`src/rtl/ps2_pkg.sv`:
```
// Shared PS/2 mouse-init constants, state encodings and the init-sequence command ROM.
package ps2_pkg;

    localparam logic [7:0] CMD_RESET  = 8'hFF;
    localparam logic [7:0] CMD_ENABLE = 8'hF4;
    localparam logic [7:0] RSP_ACK    = 8'hFA;
    localparam logic [7:0] RSP_RESEND = 8'hFE;
    localparam logic [7:0] RSP_BAT_OK = 8'hAA;
    localparam logic [7:0] MOUSE_ID   = 8'h00;

    localparam int NUM_STEPS = 6;

    typedef enum logic [2:0] {
        ST_START, ST_NEXT, ST_TX, ST_RX, ST_CHECK, ST_DONE, ST_FAIL, ST_ERROR
    } init_state_t;

    typedef enum logic [2:0] {
        TX_IDLE, TX_INHIBIT, TX_RTS, TX_SHIFT, TX_ACK, TX_WAIT_HI
    } tx_state_t;

    function automatic logic step_is_tx(input logic [2:0] step);
        return (step == 3'd0) || (step == 3'd4);
    endfunction

    // Byte sent on TX steps, byte expected on RX steps.
    function automatic logic [7:0] step_byte(input logic [2:0] step);
        case (step)
            3'd0:    return CMD_RESET;
            3'd1:    return RSP_ACK;
            3'd2:    return RSP_BAT_OK;
            3'd3:    return MOUSE_ID;
            3'd4:    return CMD_ENABLE;
            3'd5:    return RSP_ACK;
            default: return 8'h00;
        endcase
    endfunction

endpackage

```
`src/rtl/ps2_host_tx.sv`:
```
// Host-to-device PS/2 frame: clock inhibit, request-to-send, shift-out of d0..d7/parity/stop, ACK check.
module ps2_host_tx
    import ps2_pkg::*;
#(
    parameter int INHIBIT_CYC = 9600
) (
    input  logic       clk,
    input  logic       reset,
    input  logic       start,
    input  logic       abort,
    input  logic [7:0] data,
    input  logic       clk_s,
    input  logic       data_s,
    input  logic       clk_fall,
    output logic       busy,
    output logic       in_frame,
    output logic       done,
    output logic       nack,
    output logic       clk_oe,
    output logic       data_oe
);

    tx_state_t   state, state_n;
    logic [31:0] inh_cnt;
    logic [9:0]  shreg;
    logic [3:0]  bit_cnt;
    logic        drive_low;
    logic        ack_ok;

    // NOTE: every register here uses <= so all of them see pre-edge values of each other.
    always_ff @(posedge clk or posedge reset) begin
        if (reset) begin
            state     <= TX_IDLE;
            inh_cnt   <= '0;
            shreg     <= '1;
            bit_cnt   <= '0;
            drive_low <= 1'b0;
            ack_ok    <= 1'b0;
        end else begin
            state   <= state_n;
            inh_cnt <= (state == TX_INHIBIT) ? inh_cnt + 32'd1 : '0;
            if (start && state == TX_IDLE) begin
                shreg   <= {1'b1, ~^data, data};
                bit_cnt <= '0;
            end
            // Start bit is pulled low from RTS until the first device falling edge.
            if (state == TX_INHIBIT) begin
                drive_low <= 1'b1;
            end else if (state == TX_SHIFT && clk_fall) begin
                drive_low <= ~shreg[0];
                shreg     <= {1'b1, shreg[9:1]};
                bit_cnt   <= bit_cnt + 4'd1;
            end
            if (state == TX_ACK && clk_fall) ack_ok <= ~data_s;
        end
    end

    // NOTE: defaults come first so no path through the case can infer a latch.
    always_comb begin
        state_n = state;
        done    = 1'b0;
        case (state)
            TX_IDLE:    if (start) state_n = TX_INHIBIT;
            TX_INHIBIT: if (inh_cnt == 32'(INHIBIT_CYC - 1)) state_n = TX_RTS;
            TX_RTS:     state_n = TX_SHIFT;
            TX_SHIFT:   if (clk_fall && bit_cnt == 4'd9) state_n = TX_ACK;
            TX_ACK:     if (clk_fall) state_n = TX_WAIT_HI;
            TX_WAIT_HI: if (clk_s) begin
                done    = 1'b1;
                state_n = TX_IDLE;
            end
            default:    state_n = TX_IDLE;
        endcase
        if (abort) begin
            state_n = TX_IDLE;
            done    = 1'b0;
        end
    end

    assign busy     = (state != TX_IDLE);
    assign in_frame = (state == TX_SHIFT) || (state == TX_ACK) || (state == TX_WAIT_HI);
    assign nack     = ~ack_ok;
    assign clk_oe   = (state == TX_INHIBIT) || (state == TX_RTS);
    assign data_oe  = (state == TX_RTS) || (state == TX_SHIFT && drive_low);

endmodule

```
`src/rtl/ps2_mouse_init.sv`:
```
// PS/2 mouse init sequencer: Reset, BAT/ID check, Enable Data Reporting, with resend and retry handling.
module ps2_mouse_init
    import ps2_pkg::*;
#(
    parameter int INHIBIT_CYC  = 9600,
    parameter int BIT_TIMEOUT  = 192000,
    parameter int RESP_TIMEOUT = 96000000,
    parameter int MAX_RETRY    = 3
) (
    input  logic       clk,
    input  logic       reset,
    input  logic       ps2_clk,
    input  logic       ps2_data,
    output logic       ps2_clk_oe,
    output logic       ps2_data_oe,
    input  logic       restart,
    output logic       init_done,
    output logic       init_error,
    output logic [1:0] attempt
);

    init_state_t state, state_n;
    logic [2:0]  step, step_n;
    logic [1:0]  attempt_n;
    logic        resent, resent_n;

    logic [1:0]  clk_sync, data_sync;
    logic        clk_d, clk_s, data_s, clk_fall, clk_edge;

    logic        tx_start, tx_abort, tx_busy, tx_in_frame, tx_done, tx_nack;
    logic [7:0]  tx_data;

    logic        rx_in_frame, rx_done, frame_ok;
    logic [3:0]  rx_cnt;
    logic [9:0]  rx_shift, rx_shift_n;
    logic [7:0]  rx_byte;

    logic [31:0] idle_cnt;
    logic        timed_bit, timed_resp, timeout;

    // Synchronizers reset to the idle-high line level so reset creates no edge.
    always_ff @(posedge clk or posedge reset) begin
        if (reset) begin
            clk_sync  <= 2'b11;
            data_sync <= 2'b11;
            clk_d     <= 1'b1;
        end else begin
            clk_sync  <= {clk_sync[0], ps2_clk};
            data_sync <= {data_sync[0], ps2_data};
            clk_d     <= clk_s;
        end
    end

    assign clk_s    = clk_sync[1];
    assign data_s   = data_sync[1];
    assign clk_fall = clk_d & ~clk_s;
    assign clk_edge = clk_d ^ clk_s;

    ps2_host_tx #(.INHIBIT_CYC(INHIBIT_CYC)) u_tx (
        .clk      (clk),
        .reset    (reset),
        .start    (tx_start),
        .abort    (tx_abort),
        .data     (tx_data),
        .clk_s    (clk_s),
        .data_s   (data_s),
        .clk_fall (clk_fall),
        .busy     (tx_busy),
        .in_frame (tx_in_frame),
        .done     (tx_done),
        .nack     (tx_nack),
        .clk_oe   (ps2_clk_oe),
        .data_oe  (ps2_data_oe)
    );

    assign rx_shift_n = {data_s, rx_shift[9:1]};
    assign rx_done    = (state == ST_RX) && rx_in_frame && clk_fall && (rx_cnt == 4'd9);
    assign rx_byte    = rx_shift[7:0];
    assign frame_ok   = rx_shift[9] && (rx_shift[8] == ~^rx_byte);

    always_ff @(posedge clk or posedge reset) begin
        if (reset) begin
            rx_in_frame <= 1'b0;
            rx_cnt      <= '0;
            rx_shift    <= '0;
        end else if (state != ST_RX) begin
            rx_in_frame <= 1'b0;
        end else if (clk_fall) begin
            if (!rx_in_frame) begin
                if (!data_s) begin
                    rx_in_frame <= 1'b1;
                    rx_cnt      <= '0;
                end
            end else begin
                rx_shift <= rx_shift_n;
                rx_cnt   <= rx_cnt + 4'd1;
                if (rx_cnt == 4'd9) rx_in_frame <= 1'b0;
            end
        end
    end

    // Idle counter runs only while a device clock edge is actually awaited.
    assign timed_bit  = (state == ST_TX && tx_in_frame) || (state == ST_RX && rx_in_frame);
    assign timed_resp = (state == ST_RX) && !rx_in_frame;
    assign timeout    = (timed_bit  && idle_cnt > 32'(BIT_TIMEOUT)) ||
                        (timed_resp && idle_cnt > 32'(RESP_TIMEOUT));

    always_ff @(posedge clk or posedge reset) begin
        if (reset)                                     idle_cnt <= '0;
        else if (clk_edge || !(timed_bit || timed_resp)) idle_cnt <= '0;
        else                                           idle_cnt <= idle_cnt + 32'd1;
    end

    always_ff @(posedge clk or posedge reset) begin
        if (reset) begin
            state   <= ST_START;
            step    <= '0;
            attempt <= '0;
            resent  <= 1'b0;
        end else begin
            state   <= state_n;
            step    <= step_n;
            attempt <= attempt_n;
            resent  <= resent_n;
        end
    end

    always_comb begin
        state_n   = state;
        step_n    = step;
        attempt_n = attempt;
        resent_n  = resent;
        tx_start  = 1'b0;
        tx_abort  = 1'b0;
        if (restart) begin
            state_n   = ST_START;
            attempt_n = '0;
            tx_abort  = 1'b1;
        end else begin
            case (state)
                ST_START: begin
                    step_n   = '0;
                    resent_n = 1'b0;
                    if (!tx_busy) begin
                        tx_start = 1'b1;
                        state_n  = ST_TX;
                    end
                end
                ST_NEXT: begin
                    if (step == 3'(NUM_STEPS)) begin
                        state_n = ST_DONE;
                    end else if (step_is_tx(step)) begin
                        if (!tx_busy) begin
                            tx_start = 1'b1;
                            state_n  = ST_TX;
                        end
                    end else begin
                        state_n = ST_RX;
                    end
                end
                ST_TX: begin
                    if (timeout) begin
                        tx_abort = 1'b1;
                        state_n  = ST_FAIL;
                    end else if (tx_done) begin
                        if (tx_nack) begin
                            state_n = ST_FAIL;
                        end else begin
                            step_n  = step + 3'd1;
                            state_n = ST_NEXT;
                        end
                    end
                end
                ST_RX: begin
                    if (timeout)      state_n = ST_FAIL;
                    else if (rx_done) state_n = ST_CHECK;
                end
                ST_CHECK: begin
                    if (frame_ok && rx_byte == step_byte(step)) begin
                        step_n   = step + 3'd1;
                        resent_n = 1'b0;
                        state_n  = ST_NEXT;
                    end else if (frame_ok && rx_byte == RSP_RESEND && step != 3'd0 &&
                                 step_is_tx(step - 3'd1) && !resent) begin
                        // One resend per command: step back to the TX step and re-inhibit.
                        resent_n = 1'b1;
                        step_n   = step - 3'd1;
                        state_n  = ST_NEXT;
                    end else begin
                        state_n = ST_FAIL;
                    end
                end
                ST_FAIL: begin
                    if (int'(attempt) < MAX_RETRY - 1) begin
                        attempt_n = attempt + 2'd1;
                        state_n   = ST_START;
                    end else begin
                        state_n = ST_ERROR;
                    end
                end
                default: ;
            endcase
        end
    end

    assign tx_data    = step_byte(step_n);
    assign init_done  = (state == ST_DONE);
    assign init_error = (state == ST_ERROR);

endmodule
```
`config.mk`:
```
export PLATFORM = sky130hd
export DESIGN_NAME = ps2_mouse_init
export DESIGN_NICKNAME = d
export VERILOG_FILES = /design/src/rtl/ps2_pkg.sv /design/src/rtl/ps2_host_tx.sv /design/src/rtl/ps2_mouse_init.sv
export SDC_FILE = /design/constraint.sdc
export NUM_CORES = 1
export LEC_CHECK = 0
export BUFFER_PORTS_ARGS = -buffer_cell sky130_fd_sc_hd__buf_4
export CORE_MARGIN = 4
export CORE_UTILIZATION = 40
export CTS_BUF_LIST = sky130_fd_sc_hd__clkbuf_8
export CTS_CLUSTER_SIZE = 12
export DETAILED_ROUTE_END_ITERATION = 6
export PLACE_DENSITY_LB_ADDON = 0.25
export SETUP_SLACK_MARGIN = 0.02
export SLEW_MARGIN = 40
export SYNTH_ARGS = -nofsm -noshare
export SYNTH_HDL_FRONTEND = slang
export SYNTH_SLANG_ARGS = --single-unit
export TNS_END_PERCENT = 10
```
`constraint.sdc`:
```
create_clock -name clk -period 5.55 [get_ports clk]
set_clock_uncertainty 0.1 [all_clocks]
set_input_delay 1.3875 -clock clk [delete_from_list [all_inputs] [get_ports clk]]
set_output_delay 1.3875 -clock clk [all_outputs]
set_load 0.05 [all_outputs]
```
==> impl_metrics.env <==
export IMPL_synthDominantAreaCellType="sky130_fd_sc_hd__dfrtp_1"
export IMPL_gpl_final_weighted_congestion=0.916
export IMPL_grtUsageTotal=0.149
export IMPL_async_reset_ff_frac=1.00
export IMPL_antenna_found_initial=0
export IMPL_ant_nets_after_route=0
export IMPL_timing_fmax_ghz=0.271
export IMPL_leading_cell_type_by_number_of_instances_after_synthesis="sky130_fd_sc_hd__dfrtp_1"
export IMPL_syn_nets=678
export IMPL_ctsHoldBuffers=0
export IMPL_critical_path_max_fanout=7
export IMPL_cts_repair_resize_count=0
export IMPL_clock_buffer_count_from_cts=9
export IMPL_clock_tree_root_cell="sky130_fd_sc_hd__clkbuf_8"
export IMPL_cts_sink_count=112
export IMPL_place_area_mm2=0.00635
export IMPL_crit_required_ns=5.77
export IMPL_result_of_the_run="finished clean"
export IMPL_cells_after_synthesis=656
export IMPL_vias=4626
export IMPL_drtIter0Drc=380
export IMPL_crit_path_cell_trace="inv_1 -> ha_1 -> a21boi_0 -> o41a_1 -> a2111oi_2 -> and4b_1 -> o21ba_2 -> o32a_1 -> o211a_1 -> nor3_1"
export IMPL_detail_route_drc_violations=0
export IMPL_global_route_wire_length_before_repair_um=21900
export IMPL_synth_cell_type_count=62
export IMPL_tightest_hold_check_type="register to register"
export IMPL_critical_path_arrival_ns=3.91
export IMPL_power_density_mw_per_mm2=270
export IMPL_tritoncts="yes"
export IMPL_synthDominantCellAreaShare=0.398
export IMPL_slew_violations=0
export IMPL_critPathMaxStageDelay_ns=0.68
export IMPL_netlist_top_cells_area="sky130_fd_sc_hd__dfrtp_1 (40%), sky130_fd_sc_hd__dfstp_2 (6.5%), sky130_fd_sc_hd__nor2_1 (5.7%), sky130_fd_sc_hd__xor2_1 (5.2%), sky130_fd_sc_hd__nand2_1 (3.7%)"
export IMPL_end_kind="register"
export IMPL_layout_area_overhead_vs_synth_pct=7.14
export IMPL_worst_slew_pin_slew_ns=0.743
export IMPL_design_portCount=11
export IMPL_cts_max_level=3
export IMPL_vias_per_cell=5.46
export IMPL_share_of_post_route_cells_with_drive_strength_above_1=0.0919
export IMPL_slowest_stage="sky130_fd_sc_hd__a2111oi_2"
export IMPL_synth_edf_count=0
export IMPL_finish_instance_area_mm2=0.00653
export IMPL_rsz0062_at_grt="false"
export IMPL_die_height_um=131
export IMPL_die_width_um=131
export IMPL_clock_latency_ns=0.40
export IMPL_placed_cells=832
export IMPL_finalCriticalPeriod_ns=3.69
export IMPL_synth_warnings=0
export IMPL_core_region_area_mm2=0.0148
export IMPL_netlist_area_mm2=0.00609
export IMPL_design_final_nets=681
export IMPL_layout_cells_non_filler=848
export IMPL_synth_seq_area_share=0.463
export IMPL_placementRows=44
export IMPL_avgSynthCellArea_um2=9.29
export IMPL_setup_total_negative_slack_ns=0
export IMPL_timing_final_crit_share=0.665
export IMPL_crit_family="compound AO/OA/AOI/OAI gates"
export IMPL_initial_util=0.413
export IMPL_place_detailed_hpwl_um=8530
export IMPL_floorplan_die_area_mm2=0.0173
export IMPL_overall_power_after_layout_uw=1760
export IMPL_synth_seq_cells=112
export IMPL_ys_top_cells_by_count="sky130_fd_sc_hd__dfrtp_1 (97), sky130_fd_sc_hd__nor2_1 (93), sky130_fd_sc_hd__nand2_1 (60)"
export IMPL_maximum_capacitance_violations=0
export IMPL_first_pass_iters=4
export IMPL_clk_pin_slew_worst_paths_ns=0.11
export IMPL_pin_count_of_the_biggest_net_entering_global_routing=83
export IMPL_worst_slack_ns=1.86
export IMPL_first_global_vias=4567
export IMPL_route_final_wire_length_um=12300
export IMPL_io_buffers=10
export IMPL_final_hold_viol_count=0
export IMPL_postCtsSetupBuffers=0
export IMPL_relSlewSlack=0.502
export IMPL_maximum_vdd_drop_mv=0.201
export IMPL_wire_per_inst_um=14.5
export IMPL_critical_path_startpoint_type="register"
export IMPL_ys_flop_type="sky130_fd_sc_hd__dfrtp_1"
export IMPL_clock_tree_buffer_depth=2
export IMPL_dp_slack_ns=1.59
export IMPL_setup_viol_count_final=0
export IMPL_static_leakage_power_uw=0.00269
export IMPL_grt_overflow_total=0
export IMPL_path_class="register to register"
export IMPL_critical_path_buf_inv_count=1
export IMPL_insertedDiodeCount=0
[cell type report]
class	count	area, µm²
fill	1442	8220
multi-input combinational	498	3100
sequential	112	2820
tap	184	230
clock buffer	9	124
inverter	25	98.8
timing repair buffer	13	97.6
clock inverter	7	55.1
[path summary, 6_finish.rpt]
| path | from | to | slack, ns | cells past startpoint |
|---|---|---|---|---|
| max | step[1] | u_tx.shreg[5] | 1.86 | 10 |
| min | clk_sync[0] | clk_sync[1] | 0.26 | 0 |
| max reg2reg | step[1] | u_tx.shreg[5] | 1.86 | 10 |
| min reg2reg | clk_sync[0] | clk_sync[1] | 0.26 | 0 |
| max in group asynchronous | reset | rx_shift[3] | 3.46 | 3 |
| min in group asynchronous | reset | u_tx.inh_cnt[23] | 1.02 | 2 |
[routing by layer]
layer / vias to the layer above / GRT usage / part of all wire
met1: 2236 / 0.204 / 0.49
li1: 2306 / - / -
met5: - / 0 / 0
met4: 0 / 0.0455 / 0.017
met3: 22 / 0.0340 / 0.032
met2: 62 / 0.236 / 0.46
[cells in the final DEF (no fill, tap or decap), types with 9 or more instances in the layout]
master,n
sky130_fd_sc_hd__o21ai_0,26
sky130_fd_sc_hd__nand2_1,59
sky130_fd_sc_hd__or3_1,13
sky130_fd_sc_hd__and3_1,15
sky130_fd_sc_hd__inv_1,25
sky130_fd_sc_hd__xor2_1,36
sky130_fd_sc_hd__dfstp_2,15
sky130_fd_sc_hd__a21oi_1,25
sky130_fd_sc_hd__clkbuf_8,9
sky130_fd_sc_hd__buf_4,13
sky130_fd_sc_hd__ha_1,17
sky130_fd_sc_hd__mux2_2,9
sky130_fd_sc_hd__dfrtp_1,97
sky130_fd_sc_hd__nand4_1,13
sky130_fd_sc_hd__nor4_1,15
sky130_fd_sc_hd__and2_1,9
sky130_fd_sc_hd__nor3_1,13
sky130_fd_sc_hd__nand3_1,42
sky130_fd_sc_hd__xnor2_1,23
sky130_fd_sc_hd__nor2_1,93
[worst register-to-register path, delay by kind of cell, from the launching register on]
family	cells	cell delay, ns
compound gates	6	2.11
fa+ha+maj	1	0.25
buf+inv	1	0.16
flops	1	0.49
simple gates	2	0.51
[sequential cells by signal (all words and copies together), names as in the netlist, 3 cells and up]
register and count:
idle_cnt 32, rx_cnt 4, rx_shift 10, state 3, step 3, u_tx.bit_cnt 4
u_tx.inh_cnt 32, u_tx.shreg 10, u_tx.state 3
[cells by family (layout without fill, tap and decap cells)]
kind of cell    after synthesis  after routing  synth area share
xor+xnor                     60             60            0.0885
fa+ha+maj                    17             17            0.0349
compound gates               98             98             0.107
buf+inv                      46             54            0.0283
flops                       112            112             0.463
mux                          14             14            0.0248
simple gates                309            309             0.253
[power by group]
| part | switching (µW) | leakage (µW) | total, µW | internal (µW) |
|---|---|---|---|---|
| clock network | 297 | 0.0000992 | 467 | 170 |
| logic | 234 | 0.00108 | 352 | 118 |
| registers | 61.6 | 0.00150 | 941 | 880 |
| total | 592 | 0.00269 | 1760 | 1170 |
[through the flow]
step	hold WS, ns	util
finish	0.255	0.443
CTS	0.257	0.443
global placement	0.247	0.430
global route	0.268	0.443
floorplan	0.245	-
detailed placement	0.247	0.430
Note: power is estimated with default switching activity, not from simulation.
